===== src/rtl/triangle_setup.sv =====
// Triangle setup: groups vertices into triangles, computes doubled area and a
// screen-clipped bounding box, culls, and queues survivors in a FWFT FIFO.
module triangle_setup #(
  parameter int FIFO_DEPTH = 4,
  parameter bit CULL_BACK  = 1'b1
) (
  input  logic         clk,
  input  logic         rst,
  input  logic         frame_start,
  input  logic [38:0]  rast_pt,
  input  logic         rast_pt_valid,
  input  logic [11:0]  img_w,
  input  logic [11:0]  img_h,
  output logic         tri_valid,
  input  logic         tri_ready,
  output logic [116:0] tri_verts,
  output logic [47:0]  tri_bbox,
  output logic [28:0]  tri_area,
  output logic         tri_culled,
  output logic         overflow
);

  localparam int DATA_W = 13;
  localparam int PTR_W  = $clog2(FIFO_DEPTH);
  localparam int TRI_W  = 117 + 48 + 29;
  localparam logic [PTR_W:0] FULL_CNT = (PTR_W+1)'(FIFO_DEPTH);

  function automatic logic signed [DATA_W-1:0] coord(input logic [38:0] v, input int axis);
    return $signed(v[axis*DATA_W +: DATA_W]);
  endfunction

  function automatic logic signed [DATA_W-1:0] min3(input logic signed [DATA_W-1:0] a,
                                                    input logic signed [DATA_W-1:0] b,
                                                    input logic signed [DATA_W-1:0] c);
    logic signed [DATA_W-1:0] m;
    m = (a < b) ? a : b;
    return (c < m) ? c : m;
  endfunction

  function automatic logic signed [DATA_W-1:0] max3(input logic signed [DATA_W-1:0] a,
                                                    input logic signed [DATA_W-1:0] b,
                                                    input logic signed [DATA_W-1:0] c);
    logic signed [DATA_W-1:0] m;
    m = (a > b) ? a : b;
    return (c > m) ? c : m;
  endfunction

  function automatic logic [11:0] clip_lo(input logic signed [DATA_W-1:0] v);
    return (v < 0) ? 12'd0 : v[11:0];
  endfunction

  function automatic logic [11:0] clip_hi(input logic signed [DATA_W-1:0] v,
                                          input logic signed [DATA_W:0]   lim);
    return (14'(v) > lim) ? lim[11:0] : v[11:0];
  endfunction

  // Vertex grouping
  logic [1:0]  vcnt;
  logic [38:0] v0_hold, v1_hold;
  logic        launch;

  assign launch = rast_pt_valid && !frame_start && (vcnt == 2'd2);

  always_ff @(posedge clk or negedge rst) begin
    if (!rst)
      vcnt <= 2'd0;
    else if (frame_start)
      vcnt <= rast_pt_valid ? 2'd1 : 2'd0;
    else if (rast_pt_valid)
      vcnt <= (vcnt == 2'd2) ? 2'd0 : vcnt + 2'd1;
  end

  // S1: vertex triple
  logic [116:0] verts_p0;
  logic         vld_p0;

  always_ff @(posedge clk) begin
    if (rast_pt_valid && (frame_start || vcnt == 2'd0)) v0_hold <= rast_pt;
    if (rast_pt_valid && !frame_start && vcnt == 2'd1)  v1_hold <= rast_pt;
    if (launch) verts_p0 <= {rast_pt, v1_hold, v0_hold};
  end

  logic signed [DATA_W-1:0] x0, y0, x1, y1, x2, y2;
  logic signed [DATA_W:0]   d1x, d1y, d2x, d2y;

  always_comb begin
    x0  = coord(verts_p0[38:0], 0);
    y0  = coord(verts_p0[38:0], 1);
    x1  = coord(verts_p0[77:39], 0);
    y1  = coord(verts_p0[77:39], 1);
    x2  = coord(verts_p0[116:78], 0);
    y2  = coord(verts_p0[116:78], 1);
    d1x = 14'(x1) - 14'(x0);
    d1y = 14'(y1) - 14'(y0);
    d2x = 14'(x2) - 14'(x0);
    d2y = 14'(y2) - 14'(y0);
  end

  // S2: cross-product terms and raw extents
  logic [116:0]             verts_p1;
  logic signed [27:0]       prod1_p1, prod2_p1;
  logic signed [DATA_W-1:0] minx_p1, maxx_p1, miny_p1, maxy_p1;
  logic                     vld_p1;

  always_ff @(posedge clk) begin
    verts_p1 <= verts_p0;
    prod1_p1 <= 28'(d1x) * 28'(d2y);
    prod2_p1 <= 28'(d2x) * 28'(d1y);
    minx_p1  <= min3(x0, x1, x2);
    maxx_p1  <= max3(x0, x1, x2);
    miny_p1  <= min3(y0, y1, y2);
    maxy_p1  <= max3(y0, y1, y2);
  end

  // S3: area, clipping and cull decision
  logic [116:0]             verts_p2;
  logic signed [28:0]       area_p2;
  logic signed [DATA_W-1:0] minx_p2, maxx_p2, miny_p2, maxy_p2;
  logic                     vld_p2;

  always_ff @(posedge clk) begin
    verts_p2 <= verts_p1;
    area_p2  <= 29'(prod1_p1) - 29'(prod2_p1);
    minx_p2  <= minx_p1;
    maxx_p2  <= maxx_p1;
    miny_p2  <= miny_p1;
    maxy_p2  <= maxy_p1;
  end

  always_ff @(posedge clk or negedge rst) begin
    if (!rst) begin
      vld_p0 <= 1'b0;
      vld_p1 <= 1'b0;
      vld_p2 <= 1'b0;
    end else begin
      vld_p0 <= launch;
      vld_p1 <= vld_p0;
      vld_p2 <= vld_p1;
    end
  end

  logic signed [DATA_W:0] wm1, hm1;
  logic                   cull;
  logic [47:0]            bbox_c;

  always_comb begin
    wm1    = $signed({2'b00, img_w}) - 14'sd1;
    hm1    = $signed({2'b00, img_h}) - 14'sd1;
    bbox_c = {clip_hi(maxy_p2, hm1), clip_hi(maxx_p2, wm1), clip_lo(miny_p2), clip_lo(minx_p2)};
    cull   = (area_p2 == 29'sd0) || (CULL_BACK && area_p2 < 0) ||
             (maxx_p2 < 0) || (14'(minx_p2) > wm1) ||
             (maxy_p2 < 0) || (14'(miny_p2) > hm1) ||
             (img_w == 12'd0) || (img_h == 12'd0);
  end

  // Output FIFO (first-word-fall-through)
  logic [TRI_W-1:0] mem [FIFO_DEPTH];
  logic [PTR_W-1:0] wr_ptr, rd_ptr;
  logic [PTR_W:0]   count;
  logic             push, pop, wr_en, full;

  assign full  = (count == FULL_CNT);
  assign push  = vld_p2 && !cull;
  assign pop   = tri_valid && tri_ready;
  assign wr_en = push && (!full || pop);

  always_ff @(posedge clk) begin
    if (wr_en) mem[wr_ptr] <= {verts_p2, bbox_c, area_p2};
  end

  always_ff @(posedge clk or negedge rst) begin
    if (!rst) begin
      wr_ptr     <= '0;
      rd_ptr     <= '0;
      count      <= '0;
      overflow   <= 1'b0;
      tri_culled <= 1'b0;
    end else begin
      tri_culled <= vld_p2 && cull;
      if (push && !wr_en) overflow <= 1'b1;
      if (wr_en) wr_ptr <= wr_ptr + 1'b1;
      if (pop)   rd_ptr <= rd_ptr + 1'b1;
      case ({wr_en, pop})
        2'b10:   count <= count + 1'b1;
        2'b01:   count <= count - 1'b1;
        default: count <= count;
      endcase
    end
  end

  logic [TRI_W-1:0] head;

  always_comb begin
    tri_valid = (count != '0);
    head      = tri_valid ? mem[rd_ptr] : '0;
    tri_verts = head[TRI_W-1 -: 117];
    tri_bbox  = head[76:29];
    tri_area  = head[28:0];
  end

endmodule


===== config.mk =====
export PLATFORM = sky130hd
export DESIGN_NAME = triangle_setup
export DESIGN_NICKNAME = d
export VERILOG_FILES = /design/src/rtl/triangle_setup.sv
export SDC_FILE = /design/constraint.sdc
export NUM_CORES = 2
export LEC_CHECK = 0
export ABC_AREA = 1
export BUFFER_PORTS_ARGS = -buffer_cell sky130_fd_sc_hd__clkbuf_2
export CORE_ASPECT_RATIO = 1.1
export CORE_UTILIZATION = 40
export CTS_CLUSTER_SIZE = 40
export DETAILED_ROUTE_END_ITERATION = 16
export GPL_TIMING_DRIVEN = 0
export PLACE_DENSITY_LB_ADDON = 0.3
export SYNTH_ARGS = -nofsm -noshare
export SYNTH_HDL_FRONTEND = slang
export SYNTH_SLANG_ARGS = --single-unit

===== constraint.sdc =====
create_clock -name clk -period 11.25 [get_ports clk]
set_input_delay 2.25 -clock clk [delete_from_list [all_inputs] [get_ports clk]]
set_output_delay 2.25 -clock clk [all_outputs]
set_load 0.1 [all_outputs]

# ---- After elaboration in Yosys (flattened, before gate mapping)
# Memory sizes are Yosys's and may differ from the RTL's.
# Cells that the tools add are included.
dict set report word_totals {
  ff_bits 632
  latch_bits 0
  ram_bits 776
  rom_bits 0
  word_cells 111
  n_memories 1
}
dict set report classes {
  addsub 12
  multipliers 2
  div 0
  order_cmp 17
  eq_ne 5
  n_shift 0
  mux 20
  n_bitwise 0
  reduce_logical 29
}
# memory words word_bits read_ports rd_clocked_by_memory_dff write_ports line
set memory_table {}
lappend memory_table {mem 4 194 1 0 1 157} ;# logic [TRI_W-1:0] mem [FIFO_DEPTH];
# op count
set op_table {}
lappend op_table {{$mux W194} 1}
lappend op_table {{$gt A13 B13 Y1} 8}
lappend op_table {{$mux W13} 8}
lappend op_table {{$mul A14 B14 Y28} 2}
lappend op_table {{$sub A13 B13 Y14} 4}
lappend op_table {{$lt A13 B1 Y1 const B} 4}
lappend op_table {{$lt A13 B13 Y1} 4}
lappend op_table {{$mux W12} 4}
lappend op_table {{$logic_not A29 Y1} 1}
lappend op_table {{$lt A29 B1 Y1 const B} 1}
lappend op_table {{$sub A28 B28 Y29} 1}
lappend op_table {{$sub A12 B1 Y13 const B} 2}
lappend op_table {{$logic_not A12 Y1} 2}
lappend op_table {{$logic_and A1 B1 Y1} 9}
lappend op_table {{$logic_or A1 B1 Y1} 9}
lappend op_table {{$add A2 B1 Y2 const B} 3}
lappend op_table {{$mux W2} 3}
lappend op_table {{$pmux W3 S2} 1}
lappend op_table {{$eq A2 B1 Y1 const B} 2}
lappend op_table {{$eq A2 B2 Y1 const B} 2}
lappend op_table {{$logic_not A1 Y1} 4}
lappend op_table {{$reduce_bool A2 Y1} 2}
lappend op_table {{$add A3 B1 Y3 const B} 1}
lappend op_table {{$eq A3 B3 Y1 const B} 1}
lappend op_table {{4 further kinds} 6}

# ---- Depth between registers and ports, before layout
dict set report depth {
  depth_word 13
  depth_mapped 37
  depth_no_buf 36
}

# ---- Worst setup path after synthesis
# OpenSTA, ideal clock, no wires.
dict set report synth_path {
  kind {input to register}
  start {in img_h[1]}
  end {mem mem[0][0] (netlist bit), enable pin}
  t_arrival_ps 12994
  required_time_ps 10498
  path_slack_ps -2497
  cell_stages 16
  path_buffers 0
  path_cell_list {nor3_1 > or3b_2 > nor3_1 > nand2_1 > nor3_1 > xnor2_1 > ha_1 > nand4_1 > nor3_1 > o21a_1 > o21ai_0 > nand3_1 > nand2_1 > nor2_1 > nand3_1 > nor2_1}
}
dict set report synth_between {
  elab_chain_cells 10
  elab_cells_between_ends 11
}
# element line
set synth_lines {}
lappend synth_lines {{from (decl)} 13} ;# input logic [11:0] img_h,
lappend synth_lines {{$sub A12 B1 Y13} 148} ;# hm1 = $signed({2'b00, img_h}) - 14'sd1;
lappend synth_lines {{$gt A13 B13 Y1} 152} ;# (maxy_p2 < 0) || (14'(miny_p2) > hm1) ||
lappend synth_lines {{$logic_or A1 B1 Y1 (2 in series)} 152}
lappend synth_lines {{$logic_or A1 B1 Y1 *} 153} ;# (img_w == 12'd0) || (img_h == 12'd0);
lappend synth_lines {{$logic_not A1 Y1 *} 163} ;# assign push = vld_p2 && !cull;
lappend synth_lines {{$logic_and A1 B1 Y1 *} 163}
lappend synth_lines {{$logic_and A1 B1 Y1 *} 165} ;# assign wr_en = push && (!full || pop);
lappend synth_lines {{$mux W1 *} 168} ;# if (wr_en) mem[wr_ptr] <= {verts_p2, bbox_c, area_p2};
lappend synth_lines {{$mux W1 (not written as such) *} 168}
lappend synth_lines {{to (decl)} 157}
# Every way passes the cells marked *; elsewhere a longest branch is shown, timed or not.

# ---- Worst setup path in the final report
dict set report layout_path {
  start {reg verts_p0[1]}
  end {reg prod1_p1[27]}
}
dict set report layout_between {
  elab_chain_cells 2
}
# element line
set layout_lines {}
lappend layout_lines {{from (decl)} 74} ;# logic [116:0] verts_p0;
lappend layout_lines {{from (signal assigned)} 80} ;# if (launch) verts_p0 <= {rast_pt, v1_hold, v0_hold};
lappend layout_lines {{$sub A13 B13 Y14} 93} ;# d1x = 14'(x1) - 14'(x0);
lappend layout_lines {{$mul A14 B14 Y28} 107} ;# prod1_p1 <= 28'(d1x) * 28'(d2y);
lappend layout_lines {{to (signal assigned)} 107}
lappend layout_lines {{to (decl)} 101} ;# logic signed [27:0] prod1_p1, prod2_p1;
# Every way passes these cells.
# A chain may end at the register's enable or synchronous reset.

==> flow_summary.yaml <==
outcome:
  status: "completed"
logic_synthesis:
  yosysTopAreaCellShare_pct: 43.0
  synthesis.nets: 6975
  synth_top_cells_by_area: "edfxtp_1, dfxtp_1, fa_1"
  syn_area_mm2: 0.0679
  ys_ff_latch: 1408
  muxShareOfSynthArea_pct: 0
  synth_edf_count: 971
  yosys.area_share.xor_xnor_pct: 1.82
  synth_largest_area_cell: "edfxtp_1"
  async_reset_ff_share_pct: 0.994
  synthAdderAreaFrac_pct: 17.6
  yosys.area_share.simple_pct: 11.6
  synth-compound-area-share_pct: 7.62
  syn_avg_cell_area_um2: 11.0
  synthCells: 6188
  yosysUniqueCellTypes: 55
  synth_ff_type: "edfxtp_1"
  seq_area_frac_synth_pct: 55.9
  yosys_warnings: 0
  synth_top_family_by_area: "adder cells"
layout:
  final_util_pct: 46.0
  multi_input_area_mm2: 0.0263
  stdcell_count: 9000
  drive_above_1_share_pct: 9.10
  ff_latch_area_mm2: 0.0380
  fin_nets: 7424
  area_growth_pct: 14.2
  fill_cells: 15371
timing:
  max_slew_margin_pct: 1.86
  rsz0062_at_grt: "no"
  min_period_ns: 9.60
  period_share_pct: 85.4
  setup_viol: 0
  finalClockSkew_ns: 0.0215
  final_max_slew_viol_count: 0
  tightest_slew_ns: 1.47
  hold_viol: 0
  fmax_mhz: 104
critical_path:
  slowest_stage: "xor2_1"
  slowest_delay_ns: 0.80
  cp-start-kind: "flop"
  path_class: "reg -> reg"
  cp-end-kind: "flop"
  cp.arrival_ns: 10.31
  cp.required_ns: 11.95
  path_common_cell: "inv_1"
  crit_fanout: 10
placed_design:
  placedCellCount: 8741
  detailed_place_hpwl_um: 145000
  place.gp.congestion: 0.936
  io_buffers: 264
clock_network:
  postCtsSetupBuffers: 0
  cts_buffers: 134
  clock-sinks: 1408
  cts-hold-fix-buffers: 0
  clk_latency_ns: 0.78
  clk_path_buf_depth: 3
  cts_tree: "built"
  cts_resized: 0
  cts_max_level: 4
  clk_pin_slew_ns: 0.06
  cts_root_buf: "clkbuf_16"
routing:
  via_count: 45641
  routed_wl_um: 190000
  ant_nets: 0
  remaining_drc_errors: 0
  routedWlPerCell_um: 21.1
  first_iter_violations: 3674
  vias_per_cell: 5.07
  first_pass_iters: 8
floorplan:
  rows: 158
  floorplan.initialDensity_pct: 40.3
  pin_count: 265
  die_area_mm2: 0.171
  die_w_um: 395
  core_area_mm2: 0.169
  dieHeight_um: 434
hold_path:
  hold_path_class: "reg -> reg"
global_route:
  grt.total_usage_pct: 22.1
  gr-total-overflow: 0
  grt_max_degree: 29
  grt_antenna_before_repair: 29
  grt_pass1_vias: 45285
  grt_pass1_wl_um: 282000
job:
  maxCapViolations: 0
## worst max-delay path, delay by kind of cell (launching register included)
kind	cells	cell delay (ns)
and+or+nand+nor	5	0.60
xor gates and xnor gates	2	0.94
DFF	1	0.58
buffers and inverters	8	1.41
adders and majority gates	8	3.90
AOI/OAI and AO/OA	8	2.10
## kinds of logic after synthesis
logic type               after synthesis
AO/OA/AOI/OAI                        994
XOR/XNOR                             141
adder cells (fa/ha/maj)              719
buffers and inverters                968
flip-flops                          1408
AND/OR/NAND/NOR                     1958
## per-stage QoR
step | instance area [µm²] | hold WS (ns) | setup WS [ns] | setup TNS [ns]
final | 77500 | 0.317 | 1.65 | 0
after global routing | 77500 | 0.323 | 1.21 | 0
after CTS | 77500 | 0.316 | 1.91 | 0
after detailed placement | 73000 | 0.312 | 2.01 | 0
after global placement | 72000 | 0.310 | -10.90 | -8961.21
after floorplan | 67900 | 0.310 | -2.50 | -1937.43
## layer usage
layer | part of all wire (%) | up-vias | GRT usage, %
met5 | 0.045 | - | 0
met4 | 2.9 | 14 | 7.00
met3 | 5.8 | 289 | 3.75
met2 | 50 | 1304 | 38.6
met1 | 41 | 22743 | 27.8
li1 | - | 21291 | -
## cell usage in the layout, fill, tap and decap left out, types with 25 or more instances in the layout
cell and count:
o21ai_0 544, ha_1 322, nand3_1 63, a21oi_1 370, buf_12 29, inv_1 761
clkbuf_16 143, fa_1 397, edfxtp_1 971, nand2_2 25, nor2_1 1107, clkbuf_2 264
nand2_1 634, dfxtp_1 423, xor2_1 75, nor3_1 29, clkbuf_1 200, xnor2_1 64
## final timing paths
check / slack [ns] / start / depth (start not counted) / to
max in group asynchronous: 9.54 / rst / 1 / rd_ptr[0]
max reg2reg: 1.65 / verts_p0[1] / 31 / prod1_p1[27]
min reg2reg: 0.32 / minx_p1[1] / 0 / minx_p2[1]
max: 1.65 / verts_p0[1] / 31 / prod1_p1[27]
min in group asynchronous: 1.40 / rst / 1 / tri_culled
min: 0.32 / minx_p1[1] / 0 / minx_p2[1]
## sequential cells by signal, summed over array words and instances, names as in the netlist, 28 cells and up
signal    count
area_p2      29
mem         776
prod1_p1     28
prod2_p1     28
v0_hold      39
v1_hold      39
verts_p0    117
verts_p1    117
verts_p2    117
## layout make-up
type	instances	share of cell area, %
clock buffer	196	5.12
clock inverter	53	0.716
inverter	773	3.74
timing repair buffer	313	2.89
tap	2240	3.61
buffer	195	0.991
sequential	1408	49.0
multi-input combinational	3812	33.9
antenna	10	0.0323
## synthesized netlist by cell type (all sizes together), types with 9 or more instances
cell / count
a21o: 9
buf: 29
nand2: 662
a21oi: 370
nand4: 22
dfxtp: 423
xor2: 76
nor3: 30
clkinv: 9
or2: 19
o21ai: 554
nor4: 16
dfrtp: 14
clkbuf: 166
nand3: 77
xnor2: 65
inv: 764
ha: 322
edfxtp: 971
a31oi: 9
o21bai: 10
fa: 397
nor2: 1118
Power is not shown: default switching activity piles up to over one toggle a cycle in this logic, so the estimate is an artifact.
